<file path="config.mk">
export PLATFORM = sky130hd
export DESIGN_NAME = bitserial_seq_ctrl
export DESIGN_NICKNAME = d
export VERILOG_FILES = /design/src/rtl/cpu_pkg.sv /design/src/rtl/btn_edge_sync.sv /design/src/rtl/bitserial_seq_ctrl.sv
export SDC_FILE = /design/constraint.sdc
export NUM_CORES = 1
export LEC_CHECK = 0
export CAP_MARGIN = 10
export CORE_AREA = 2 2 58 60
export CTS_BUF_LIST = sky130_fd_sc_hd__clkbuf_8
export CTS_CLUSTER_SIZE = 28
export DETAILED_ROUTE_END_ITERATION = 8
export DIE_AREA = 0 0 60 62
export PLACE_DENSITY = 0.72
export SETUP_SLACK_MARGIN = 0.3
export SLEW_MARGIN = 20
export SYNTH_ARGS = -nofsm -noshare
export SYNTH_HDL_FRONTEND = slang
export SYNTH_SLANG_ARGS = --single-unit
export TNS_END_PERCENT = 1
</file>
<file path="constraint.sdc">
create_clock -name clk -period 3 [get_ports clk]
set_clock_uncertainty 0.05 [all_clocks]
set_input_delay 0.3 -clock clk [delete_from_list [all_inputs] [get_ports clk]]
set_output_delay 0.3 -clock clk [all_outputs]
set_load 0.005 [all_outputs]
</file>
<file path="src/rtl/cpu_pkg.sv">
// Shared definitions for the bit-serial CPU front end.
//   state_t   : sequencer FSM encoding
//   OP_*      : opcode constants (OP_NOP retires without touching the datapath)
//   INSTR_W   : fetched instruction width (opcode + operand)
package cpu_pkg;

    localparam int INSTR_W = 16;
    localparam int OPC_W   = 4;
    localparam int OPD_W   = INSTR_W - OPC_W;

    typedef enum logic [2:0] {
        IDLE     = 3'd0,
        FETCH_HI = 3'd1,
        LOAD     = 3'd2,
        EXECUTE  = 3'd3,
        DONE     = 3'd4
    } state_t;

    localparam logic [OPC_W-1:0] OP_NOP = 4'h0;
    localparam logic [OPC_W-1:0] OP_ADD = 4'h1;
    localparam logic [OPC_W-1:0] OP_SUB = 4'h2;
    localparam logic [OPC_W-1:0] OP_AND = 4'h3;
    localparam logic [OPC_W-1:0] OP_OR  = 4'h4;
    localparam logic [OPC_W-1:0] OP_XOR = 4'h5;

    function automatic logic is_nop(input logic [OPC_W-1:0] op);
        return op == OP_NOP;
    endfunction

endpackage

</file>
<file path="src/rtl/btn_edge_sync.sv">
// Push-button synchroniser and rising-edge detector.
//   clk, rst_n : system clock, async active-low reset
//   btn_level  : raw asynchronous button level (active-high)
//   btn_edge   : one-cycle pulse per rising edge of the synchronised level
// A held button yields a single pulse; btn_prev remembers the last
// synchronised level so the pulse drops after one cycle.
module btn_edge_sync
    import cpu_pkg::*;
#(
    parameter int SYNC_STAGES = 2
) (
    input  logic clk,
    input  logic rst_n,
    input  logic btn_level,
    output logic btn_edge
);

    logic [SYNC_STAGES-1:0] sync;
    logic                   btn_prev;

    always_ff @(posedge clk or negedge rst_n) begin
        if (!rst_n) begin
            sync     <= '0;
            btn_prev <= 1'b0;
        end else begin
            sync     <= {sync[SYNC_STAGES-2:0], btn_level};
            btn_prev <= sync[SYNC_STAGES-1];
        end
    end

    assign btn_edge = sync[SYNC_STAGES-1] & ~btn_prev;

endmodule

</file>
<file path="src/rtl/bitserial_seq_ctrl.sv">
// Front-end sequencer for the bit-serial CPU datapath.
//   clk, rst_n : system clock, async active-low reset
//   btn_level  : raw operator push button
//   sw         : DIP-switch byte, captured only on an accepted press
//   opcode     : latched opcode (first press, sw[3:0])
//   operand    : latched operand ({second press sw, first press sw[7:4]})
//   le         : one-cycle parallel load of the shift registers
//   shift_en   : shift serial registers one bit (EXECUTE)
//   ae         : ALU accumulate enable (EXECUTE)
//   bit_idx    : serial bit index, LSB first
//   last_bit   : final EXECUTE cycle
//   busy       : LOAD / EXECUTE / DONE
//   done       : one-cycle retire pulse
// All outputs are registered and valid in the same cycle as the state
// they belong to, so they are set on the transition into that state.
module bitserial_seq_ctrl
    import cpu_pkg::*;
#(
    parameter int DATA_W      = 8,
    parameter int SYNC_STAGES = 2
) (
    input  logic                      clk,
    input  logic                      rst_n,
    input  logic                      btn_level,
    input  logic [7:0]                sw,
    output logic [3:0]                opcode,
    output logic [11:0]               operand,
    output logic                      le,
    output logic                      shift_en,
    output logic                      ae,
    output logic [$clog2(DATA_W)-1:0] bit_idx,
    output logic                      last_bit,
    output logic                      busy,
    output logic                      done
);

    localparam int                IDX_W    = $clog2(DATA_W);
    localparam logic [IDX_W-1:0]  LAST_IDX = IDX_W'(DATA_W - 1);

    logic   btn_edge;
    state_t state;

    btn_edge_sync #(.SYNC_STAGES(SYNC_STAGES)) u_btn (
        .clk       (clk),
        .rst_n     (rst_n),
        .btn_level (btn_level),
        .btn_edge  (btn_edge)
    );

    always_ff @(posedge clk or negedge rst_n) begin
        if (!rst_n) begin
            state    <= IDLE;
            opcode   <= '0;
            operand  <= '0;
            le       <= 1'b0;
            shift_en <= 1'b0;
            ae       <= 1'b0;
            bit_idx  <= '0;
            last_bit <= 1'b0;
            busy     <= 1'b0;
            done     <= 1'b0;
        end else begin
            le   <= 1'b0;
            done <= 1'b0;
            case (state)
                IDLE: begin
                    if (btn_edge) begin
                        opcode       <= sw[3:0];
                        operand[3:0] <= sw[7:4];
                        state        <= FETCH_HI;
                    end
                end
                FETCH_HI: begin
                    if (btn_edge) begin
                        operand[11:4] <= sw;
                        le            <= 1'b1;
                        busy          <= 1'b1;
                        bit_idx       <= '0;
                        state         <= LOAD;
                    end
                end
                LOAD: begin
                    if (is_nop(opcode)) begin
                        done  <= 1'b1;
                        state <= DONE;
                    end else begin
                        shift_en <= 1'b1;
                        ae       <= 1'b1;
                        bit_idx  <= '0;
                        last_bit <= 1'b0;
                        state    <= EXECUTE;
                    end
                end
                EXECUTE: begin
                    if (bit_idx == LAST_IDX) begin
                        shift_en <= 1'b0;
                        ae       <= 1'b0;
                        last_bit <= 1'b0;
                        bit_idx  <= '0;
                        done     <= 1'b1;
                        state    <= DONE;
                    end else begin
                        bit_idx  <= bit_idx + 1'b1;
                        // flag goes high together with the final index
                        last_bit <= (bit_idx + 1'b1) == LAST_IDX;
                    end
                end
                DONE: begin
                    // presses seen here are dropped: IDLE only reacts to a new edge
                    busy    <= 1'b0;
                    bit_idx <= '0;
                    state   <= IDLE;
                end
                default: state <= IDLE;
            endcase
        end
    end

endmodule

</file>
==> metrics.md <==
| Metric | Value |
|---|---|
| Multi-input logic area | `just over 500 µm²` |
| Antenna diodes | `0` |
| # fillers | `between 200 and 300` |
| Final Net Count | `153` |
| Port buffer count | `35` |
| WL final | `approximately 2.7 mm` |
| Antenna Nets Post-Route | `0` |
| Reg area | `751 µm²` |
| Status | `complete, no violations` |
| Worst slew pin tran | `approximately 0.65 ns` |
| Hold Path Class | `register to register` |
| Final WS setup | `0.962 ns` |
| Post-route setup TNS | `0 ns` |
| Most frequent cells in the layout | `clkdlybuf4s50_1 (35), dfrtp_1 (30), mux2_2 (8), mux2_4 (8), clkbuf_8 (8)` |
| Critical path endpoint category | `register` |
| Post-CTS Hold Buffers | `0` |
| Worst setup SP type | `register` |
| Switching portion of total power | `roughly 30%` |
| Number of global-route vias before repair | `approximately 930` |
| Synthesized flop and latch total | `30` |
| Initial core utilization | `roughly two fifths` |
| Hpwl dp | `about 1.8 mm` |
| Reg clk slew, reported paths | `0.06 ns` |
| Area grow syn2layout | `37.1%` |
| Clk pwr share | `21.5%` |
| First-pass GRT wire length | `4.29 mm` |
| Layout cells sized above 1 | `around 19%` |
| Vias | `930` |
| Max Clock Freq | `491 MHz` |
| CTS tree | `built` |
| Max incr delay on CP | `between 0.8 and 0.9 ns` |
| Avg Cell Area, Syn | `between 10 and 15 µm²` |
| CP Data Required Time | `~3.1 ns` |
| Die Span X | `~60 µm` |
| Core Area | `approximately 3200 µm²` |
| H-tree depth | `2` |
| Final setup violation count | `0` |
| Initial DRC count | `17` |
| DIE HEIGHT | `around 62 µm` |
| Sequential share of the synthesized area | `around 57%` |
| Final period utilization | `67.9%` |
| Area of the die | `3720 µm²` |
| CP Class | `register to register` |
| Ys async rst share | `100%` |
| Top_reg_cell synth | `dfrtp_1` |
| Cell area after synthesis | `between 1000 and 1500 µm²` |
| Slowest cell on crit path | `or4_1` |
| Clock Path Buffers | `2` |
| Worst-path maximum fanout | `14` |
| Syn Inst Count | `around 100` |
| Commonest non-fill, non-tap cell in the layout | `clkdlybuf4s50_1` |
| Avg WL per Cell | `~14 µm` |
| Switch Pwr | `roughly 520 µW` |
| Arr. time, crit path | `about 2.2 ns` |
| Power Density | `~980 nW/µm²` |
| Max-cap viol count | `0` |
| Root buffer cell | `clkbuf_8` |
| Post-DR vias/cell | `about 5.0` |
| Yosys cell types | `30` |
| CP delay by family, top | `simple AND/OR/NAND/NOR gates` |
| Remaining Overflow, GRT | `0` |
| Final hold violation count | `0` |
| Gates resized, CTS repair | `0` |
| All-layer global routing usage | `16.2%` |
| Clk sinks | `30` |
| Count of pins over their slew limit | `0` |
| Synth Warn # | `0` |
| IO Count | `36` |
| Post-CTS Repair Setup Buffers | `0` |
| Initial antenna violation count | `0` |
| DRT Pass-1 Iters | `4` |
| GPL Wtd Cong | `0.772` |
| Post-synth net total | `approximately 120` |
| Maximum vdd drop | `513 µV` |
| Min cycle time layout | `2.04 ns` |
| Crit-path cells | `inv_2 -> or4_1 -> mux2_4` |
| RSZ-0062 raised after global routing | `no` |
| Pint | `roughly 1.3 mW` |
| Place WS | `about 0.95 ns` |
| Clock Latency Late Sink | `0.28 ns` |
| # DRC | `0` |
| Combinational power share | `between 30% and 40%` |
| Largest net degree at the start of global routing | `31` |
| Post-synth EDFFs | `0` |
| Pleak | `0.788 nW` |
| Slew HR | `about 57%` |
| WP buf/inv | `1` |
| Cell Rows | `21` |
| Number of clock buffers inserted by TritonCTS | `5` |
| Flop pwr share | `about two fifths` |
## power groups by stage
stage | combinational (mW) | sequential, mW | clock (mW)
4_1_cts | 0.688 | 0.712 | 0.387
3_3_place_gp | 0.672 | 0.707 | 0
5_1_grt | 0.748 | 0.740 | 0.405
3_5_place_dp | 0.685 | 0.712 | 0
6_report | 0.679 | 0.714 | 0.381
2_1_floorplan | 0.345 | 0.680 | 0
## synthesized netlist by cell type, types with 3 or more instances
library cell	number	area, µm²
a21oi_1	6	30.0
clkbuf_1	3	11.3
dfrtp_1	30	751
ha_1	3	37.5
inv_1	5	18.8
mux2_2	8	90.1
mux2_4	8	120
nand2_1	4	15.0
nand2b_1	4	25.0
nor3b_1	3	22.5
o21ai_0	5	25.0
or4_1	3	22.5
## path summary, 6_finish.rpt
check	startpoint	end	slack, ns	depth (start not counted)
setup / recovery	state[0]	operand[6]	0.96	3
hold / removal	u_btn.sync[0]	u_btn.sync[1]	0.30	0
setup reg to reg	state[0]	operand[6]	0.96	3
hold reg to reg	u_btn.sync[0]	u_btn.sync[1]	0.30	0
max in group asynchronous	rst_n	operand[8]	2.26	2
min in group asynchronous	rst_n	ae	0.36	2
## per-layer routing
| layer | wire length, µm | GRT usage (%) |
|---|---|---|
| met1 | 1220 | 21.2 |
| met2 | 1200 | 23.4 |
| met3 | 224 | 9.11 |
| met4 | 18 | 3.81 |
| met5 | 0 | 0 |
## flip-flops by register name, indices dropped and copies added (netlist names)
register        flops
done                1
u_btn.btn_prev      1
u_btn.sync          2
opcode              4
state               3
operand            12
busy                1
ae                  1
last_bit            1
bit_idx             3
le                  1
## area by class of cell
cell class,count,share of cell area [%]
clock buffer,8,6.08
multi-input combinational,60,28.3
timing repair buffer,36,19.8
sequential,30,41.4
tap,46,3.18
inverter,6,1.24
## worst reg2reg max path, cell delays in order, from the launching register on
cell and delay [ns]:
dfrtp_1 0.56, inv_2 0.09, or4_1 0.83, mux2_4 0.40
## kinds of logic (layout without fill, tap and decap cells)
logic type      count (synthesis)  after routing  share of synthesized area [%]
buf+inv                        12             50                           4.36
fa+ha+maj                       3              3                           2.84
mux                            16             16                           15.9
compound gates                 18             18                           8.43
simple gates                   23             23                           11.6
flops                          30             30                           56.8
## stage by stage
stage / utilization, % / area (µm²) / std cells / power (mW) / hold slack (ns)
floorplan: - / 1320 / 102 / 1.02 / -0.0456
global placement: 53.5 / 1700 / 178 / 1.38 / 0.285
detailed placement: 53.5 / 1700 / 178 / 1.40 / 0.285
CTS: 57.0 / 1810 / 186 / 1.79 / 0.298
global route: 57.0 / 1810 / 186 / 1.89 / 0.320
finish: 57.0 / 1810 / 186 / 1.77 / 0.296
No activity file was read; power rests on OpenSTA's default activity.
